$ cat src/rtl/fpu_mant_mult_pkg.sv
// rtl/fpu_mant_mult_pkg.sv - shared constants and state type for the mantissa multiplier
package fpu_mant_mult_pkg;
    localparam int MANT_W = 24;
    localparam int PROD_W = 2 * MANT_W;
    localparam int CNT_W  = 6;

    typedef enum logic [1:0] {
        IDLE = 2'd0,
        RUN  = 2'd1,
        DONE = 2'd2
    } state_e;
endpackage

$ cat src/rtl/fpu_mant_mult_if.sv
// rtl/fpu_mant_mult_if.sv - request/result bundle between the FPU and the mantissa multiplier
interface fpu_mant_mult_if;
    import fpu_mant_mult_pkg::*;

    logic              start;
    logic              flush;
    logic [MANT_W-1:0] opa_man;
    logic [MANT_W-1:0] opb_man;
    logic [PROD_W-1:0] product;
    logic              busy;
    logic              done;

    modport master (output start, flush, opa_man, opb_man, input product, busy, done);
    modport slave  (input start, flush, opa_man, opb_man, output product, busy, done);
endinterface

$ cat src/rtl/fpu_mant_mult_pp.sv
// rtl/fpu_mant_mult_pp.sv - combinational partial product of A and one multiplier digit
module fpu_mant_pp
    import fpu_mant_mult_pkg::*;
#(
    parameter int BITS_PER_CYCLE = 2
) (
    input  logic [MANT_W-1:0]                a_i,
    input  logic [BITS_PER_CYCLE-1:0]        digit_i,
    output logic [MANT_W+BITS_PER_CYCLE-1:0] pp_o
);
    assign pp_o = {{BITS_PER_CYCLE{1'b0}}, a_i} * {{MANT_W{1'b0}}, digit_i};
endmodule

$ cat src/rtl/fpu_mant_mult.sv
// rtl/fpu_mant_mult.sv - iterative 24x24 mantissa multiplier, BITS_PER_CYCLE multiplier bits per step
module fpu_mant_mult
    import fpu_mant_mult_pkg::*;
#(
    parameter int BITS_PER_CYCLE = 2
) (
    input  logic             clk,
    input  logic             rst,
    fpu_mant_mult_if.slave   bus
);
    localparam int STEPS = MANT_W / BITS_PER_CYCLE;
    localparam int PP_W  = MANT_W + BITS_PER_CYCLE;

    state_e            state_q;
    logic [CNT_W-1:0]  cnt_q;
    logic [MANT_W-1:0] a_q;
    logic [MANT_W-1:0] b_q;
    logic [PROD_W-1:0] acc_q;
    logic [PROD_W-1:0] product_q;
    logic              busy_q;
    logic              done_q;

    logic [PP_W-1:0]   pp;
    logic [7:0]        shamt;
    logic [PROD_W-1:0] acc_d;
    logic              zero_op;

    fpu_mant_pp #(.BITS_PER_CYCLE(BITS_PER_CYCLE)) u_pp (
        .a_i     (a_q),
        .digit_i (b_q[BITS_PER_CYCLE-1:0]),
        .pp_o    (pp)
    );

    // b_q shifts right each step, so its low digit is always the next one; the
    // partial product lands at weight cnt_q * BITS_PER_CYCLE.
    assign shamt   = 8'(cnt_q) * 8'(BITS_PER_CYCLE);
    assign acc_d   = acc_q + ({{(PROD_W-PP_W){1'b0}}, pp} << shamt);
    assign zero_op = (bus.opa_man == '0) || (bus.opb_man == '0);

    always_ff @(posedge clk) begin
        if (!rst) begin
            state_q   <= IDLE;
            cnt_q     <= '0;
            a_q       <= '0;
            b_q       <= '0;
            acc_q     <= '0;
            product_q <= '0;
            busy_q    <= 1'b0;
            done_q    <= 1'b0;
        end else begin
            done_q <= 1'b0;
            if (bus.flush) begin
                state_q <= IDLE;
                busy_q  <= 1'b0;
            end else begin
                case (state_q)
                    IDLE, DONE: begin
                        if (bus.start) begin
                            a_q   <= bus.opa_man;
                            b_q   <= bus.opb_man;
                            acc_q <= '0;
                            cnt_q <= '0;
                            if (zero_op) begin
                                state_q   <= DONE;
                                product_q <= '0;
                                done_q    <= 1'b1;
                                busy_q    <= 1'b0;
                            end else begin
                                state_q <= RUN;
                                busy_q  <= 1'b1;
                            end
                        end
                    end
                    RUN: begin
                        acc_q <= acc_d;
                        b_q   <= b_q >> BITS_PER_CYCLE;
                        cnt_q <= cnt_q + 1'b1;
                        if (cnt_q == CNT_W'(STEPS - 1)) begin
                            state_q   <= DONE;
                            product_q <= acc_d;
                            done_q    <= 1'b1;
                            busy_q    <= 1'b0;
                        end
                    end
                    default: begin
                        state_q <= IDLE;
                        busy_q  <= 1'b0;
                    end
                endcase
            end
        end
    end

    assign bus.product = product_q;
    assign bus.busy    = busy_q;
    assign bus.done    = done_q;
endmodule

$ cat src/flat_wrapper.sv
// flat-port wrapper written by rule: the top's interface ports become plain ports
module fpu_mant_mult_flat import fpu_mant_mult_pkg::*;
#(
    parameter int BITS_PER_CYCLE = 2
)
  (clk, rst, bus_start, bus_flush, bus_opa_man, bus_opb_man, bus_product, bus_busy, bus_done);
  fpu_mant_mult_if bus_i ();
  input  logic clk;
  input  logic rst;
  input wire logic [$bits(bus_i.start)-1:0] bus_start;
  input wire logic [$bits(bus_i.flush)-1:0] bus_flush;
  input wire logic [$bits(bus_i.opa_man)-1:0] bus_opa_man;
  input wire logic [$bits(bus_i.opb_man)-1:0] bus_opb_man;
  output wire logic [$bits(bus_i.product)-1:0] bus_product;
  output wire logic [$bits(bus_i.busy)-1:0] bus_busy;
  output wire logic [$bits(bus_i.done)-1:0] bus_done;
  assign bus_i.start = bus_start;
  assign bus_i.flush = bus_flush;
  assign bus_i.opa_man = bus_opa_man;
  assign bus_i.opb_man = bus_opb_man;
  assign bus_product = bus_i.product;
  assign bus_busy = bus_i.busy;
  assign bus_done = bus_i.done;
  fpu_mant_mult #(.BITS_PER_CYCLE(BITS_PER_CYCLE)) u_core (.clk(clk), .rst(rst), .bus(bus_i));
endmodule
$ cat config.mk
export PLATFORM = sky130hd
export DESIGN_NAME = fpu_mant_mult_flat
export DESIGN_NICKNAME = d
export VERILOG_FILES = /design/src/rtl/fpu_mant_mult_pkg.sv /design/src/rtl/fpu_mant_mult_if.sv /design/src/rtl/fpu_mant_mult_pp.sv /design/src/rtl/fpu_mant_mult.sv /design/src/flat_wrapper.sv
export SDC_FILE = /design/constraint.sdc
export NUM_CORES = 1
export LEC_CHECK = 0
export ABC_AREA = 1
export CAP_MARGIN = 10
export CORE_ASPECT_RATIO = 1.5
export CORE_MARGIN = 1
export CORE_UTILIZATION = 35
export DETAILED_ROUTE_END_ITERATION = 12
export SLEW_MARGIN = 10
export SYNTH_ARGS = -nofsm -noshare
export SYNTH_HDL_FRONTEND = slang
export SYNTH_HIERARCHICAL = 1
export SYNTH_SLANG_ARGS = --single-unit
export TNS_END_PERCENT = 100
$ cat constraint.sdc
create_clock -name clk -period 5.1 [get_ports clk]
set_clock_uncertainty 0.2 [all_clocks]
set_input_delay 0.765 -clock clk [delete_from_list [all_inputs] [get_ports clk]]
set_output_delay 0.765 -clock clk [all_outputs]
set_load 0.01 [all_outputs]
==> flow_summary.ini <==
[run_status]
status = finished clean

[clocking]
h_tree_level_count = 4
cts_tree = yes
clock_sinks = 153
root_buffer = sky130_fd_sc_hd__clkbuf_16
worstSkewPairLatency_ns = 0.47
cts_buffer_depth = 2
clkSlewWorstSetupHoldPaths_ns = 0.08
cts_bufs_inserted = 17

[worst_setup_path]
criticalPathCategory = reg2reg
timing.critical_path.fanout_max = 13
worstSetupEndpointType = flop
slowest_stage = sky130_fd_sc_hd__dfxtp_4
cp_top_family = simple AND/OR/NAND/NOR gates
critical-path-max-stage-delay_ns = 0.39
crit_arrival_ns = 5.15
crit_path_launch_type = flop
critical-path-top-cell-by-count = sky130_fd_sc_hd__nand2_1
req_time_crit_path_ns = 5.29
path_buf_inv = 6

[logic_synthesis]
synth-edff-count = 0
mappedNetlistArea_um2 = 13100
async_reset_ff_share_pct = 0
avgSynthCellArea_um2 = 5.58
synth-warning-count = 6
postSynth.topFlopCell = sky130_fd_sc_hd__dfxtp_1
synthesis.instances = 2356
syn_nets = 2481
yosys.cell_types.count = 38
synth_seq_area_share_pct = 23.3
ys_seq_elements = 153

[placement]
buffer_ports.inserted = 101
pre_cts_slack_ns = -0.109
dpl_cell_area_um2 = 16000
final_hpwl_from_detailed_placement_mm = 40.8
globalplace.congestion = 1.01
dp.cells = 3066

[global_route]
grt_pass1_vias = 14800
grt_pass1_wl_mm = 77.5
grt_antenna_before_repair = 0
grt_max_degree = 113
grt_usage_pct = 26.3
grt_remaining_overflow = 0

[detailed_routing]
postRouteAntennaNets = 0
route.final.wire_length_mm = 50.2
routed_wire_length_per_instance_um = 16.2
detail_route.iter0.violations = 771
drc = 0
drt_pass1_iterations = 5
routed-via-count = 15400
route.detailed.vias_per_inst = 4.98

[sta]
final.setup.tns_ns = 0
worst_slew_pin_slew_ns = 1.11
finalSetupViolations = 0
post-route-min-period_ns = 4.96
slew_violations = 0
finalWorstSetupSlack_ns = 0.142
relative_slew_margins_pct = 25.8
max_freq_mhz = 202
timing.hold.ws_ns = 0.275
hold_viol_final = 0
rsz0062_at_grt = true
min_period_over_period_pct = 97.2

[hold_path]
hold_path.class = reg2reg

[floorplan]
die_h_um = 239
floorplan.initialDensity_pct = 35.6
design.portCount = 102
fp.dieW_um = 160
floorplan.core_area_um2 = 36900
num_rows = 86
die_area_um2 = 38300

[power]
finalPower_mw = 3.20
cellPowerDensity_nw_per_um2 = 186
power.leakage_nw = 8.83
max-vdd-ir-drop_uv = 249

[cells_and_area]
layout-drive-gt1-share_pct = 14.9
design.final.nets = 2730
final_common_cell = sky130_fd_sc_hd__nand2_1
layout_area_overhead_pct = 30.8
mostFrequentLayoutCells = sky130_fd_sc_hd__nand2_1, sky130_fd_sc_hd__inv_1, sky130_fd_sc_hd__buf_4
final_cell_area_um2 = 17200
layout.cells.non_filler = 3102
num_antenna_cells = 0
layout.core_utilization_pct = 46.5

[job]
number_of_max_capacitance_violations_reported = 0
==> path summary, 6_finish.rpt <==
path                   from                      to  slack (ns)  cells after the start
min          u_core/b_q[22]          u_core/b_q[22]        0.27                      2
max           u_core/b_q[1]  u_core/bus.product[46]        0.14                     29
min reg2reg  u_core/b_q[22]          u_core/b_q[22]        0.27                      2
max reg2reg   u_core/b_q[1]  u_core/bus.product[46]        0.14                     29
==> worst reg2reg max path: cells and delay by family, from the launching register on <==
family / cells / cell delay [ns]
buffers and inverters: 6 / 0.76
DFF: 1 / 0.39
and+or+nand+nor: 16 / 1.79
AOI/OAI and AO/OA: 4 / 0.83
xor gates and xnor gates: 1 / 0.20
adders and majority gates: 2 / 0.73
==> cell usage after synthesis (9+ instances only) <==
library cell | instances | area share, %
sky130_fd_sc_hd__nand2_1 | 851 | 24
sky130_fd_sc_hd__a21oi_1 | 182 | 6.9
sky130_fd_sc_hd__nor4_1 | 14 | 0.67
sky130_fd_sc_hd__inv_1 | 354 | 10
sky130_fd_sc_hd__nand3_1 | 133 | 5.1
sky130_fd_sc_hd__nor2_1 | 185 | 5.3
sky130_fd_sc_hd__inv_2 | 9 | 0.26
sky130_fd_sc_hd__clkbuf_1 | 46 | 1.3
sky130_fd_sc_hd__buf_1 | 15 | 0.43
sky130_fd_sc_hd__ha_1 | 71 | 6.8
sky130_fd_sc_hd__a31oi_1 | 34 | 1.6
sky130_fd_sc_hd__o21ai_0 | 157 | 6.0
sky130_fd_sc_hd__dfxtp_1 | 153 | 23
sky130_fd_sc_hd__nand4_1 | 18 | 0.86
sky130_fd_sc_hd__nor3_1 | 21 | 0.80
sky130_fd_sc_hd__buf_2 | 19 | 0.72
sky130_fd_sc_hd__xor2_1 | 11 | 0.73
sky130_fd_sc_hd__o22ai_1 | 10 | 0.48
==> where the power goes <==
| group | leakage, nW | switching (mW) | internal, mW |
|---|---|---|---|
| Clock | 0.316 | 0.657 | 0.762 |
| Combinational | 7.27 | 0.273 | 0.204 |
| Sequential | 1.25 | 0.0429 | 1.26 |
==> registers in the layout, indices dropped and copies added (netlist names) <==
signal and count:
u_core/a_q 24, u_core/state_q 2, u_core/bus.done 1, u_core/b_q 24, u_core/cnt_q 6, u_core/bus.product 48
u_core/acc_q 48
==> final cells by class <==
cell class / count / area, um^2
multi-input cells: 1754 / 8820
well taps: 484 / 606
clock buffers: 17 / 425
inverters: 366 / 1380
clock inverters: 15 / 224
flip-flops and latches: 153 / 3070
fillers: 3966 / 19700
repair buffers: 313 / 2660
==> layer usage <==
metal	GRT usage, %	routed length [um]	part of all wire (%)	vias up
li1	-	-	-	7959
met1	24.8	17900	36	6968
met2	51.4	26900	54	346
met3	3.01	1260	2.5	165
met4	20.0	4170	8.3	0
met5	0	0	0	-
==> logic make-up after synthesis <==
family                   synth area share, %
AND/OR/NAND/NOR                         39.6
flip-flops                              23.3
XOR/XNOR                               0.733
buffers and inverters                   13.1
adder cells (fa/ha/maj)                 7.07
AO/OA/AOI/OAI                           16.0
multiplexers                           0.229
==> repair_timing <==
action	in CTS	in global routing
pin swaps	0	18
setup endpoints to repair	13	66
setup buffers	0	3
hold buffers	0	0
hold endpoints to repair	0	0
cloned	0	1
gates resized for setup	6	139
Note: power is estimated with default switching activity, not from simulation.
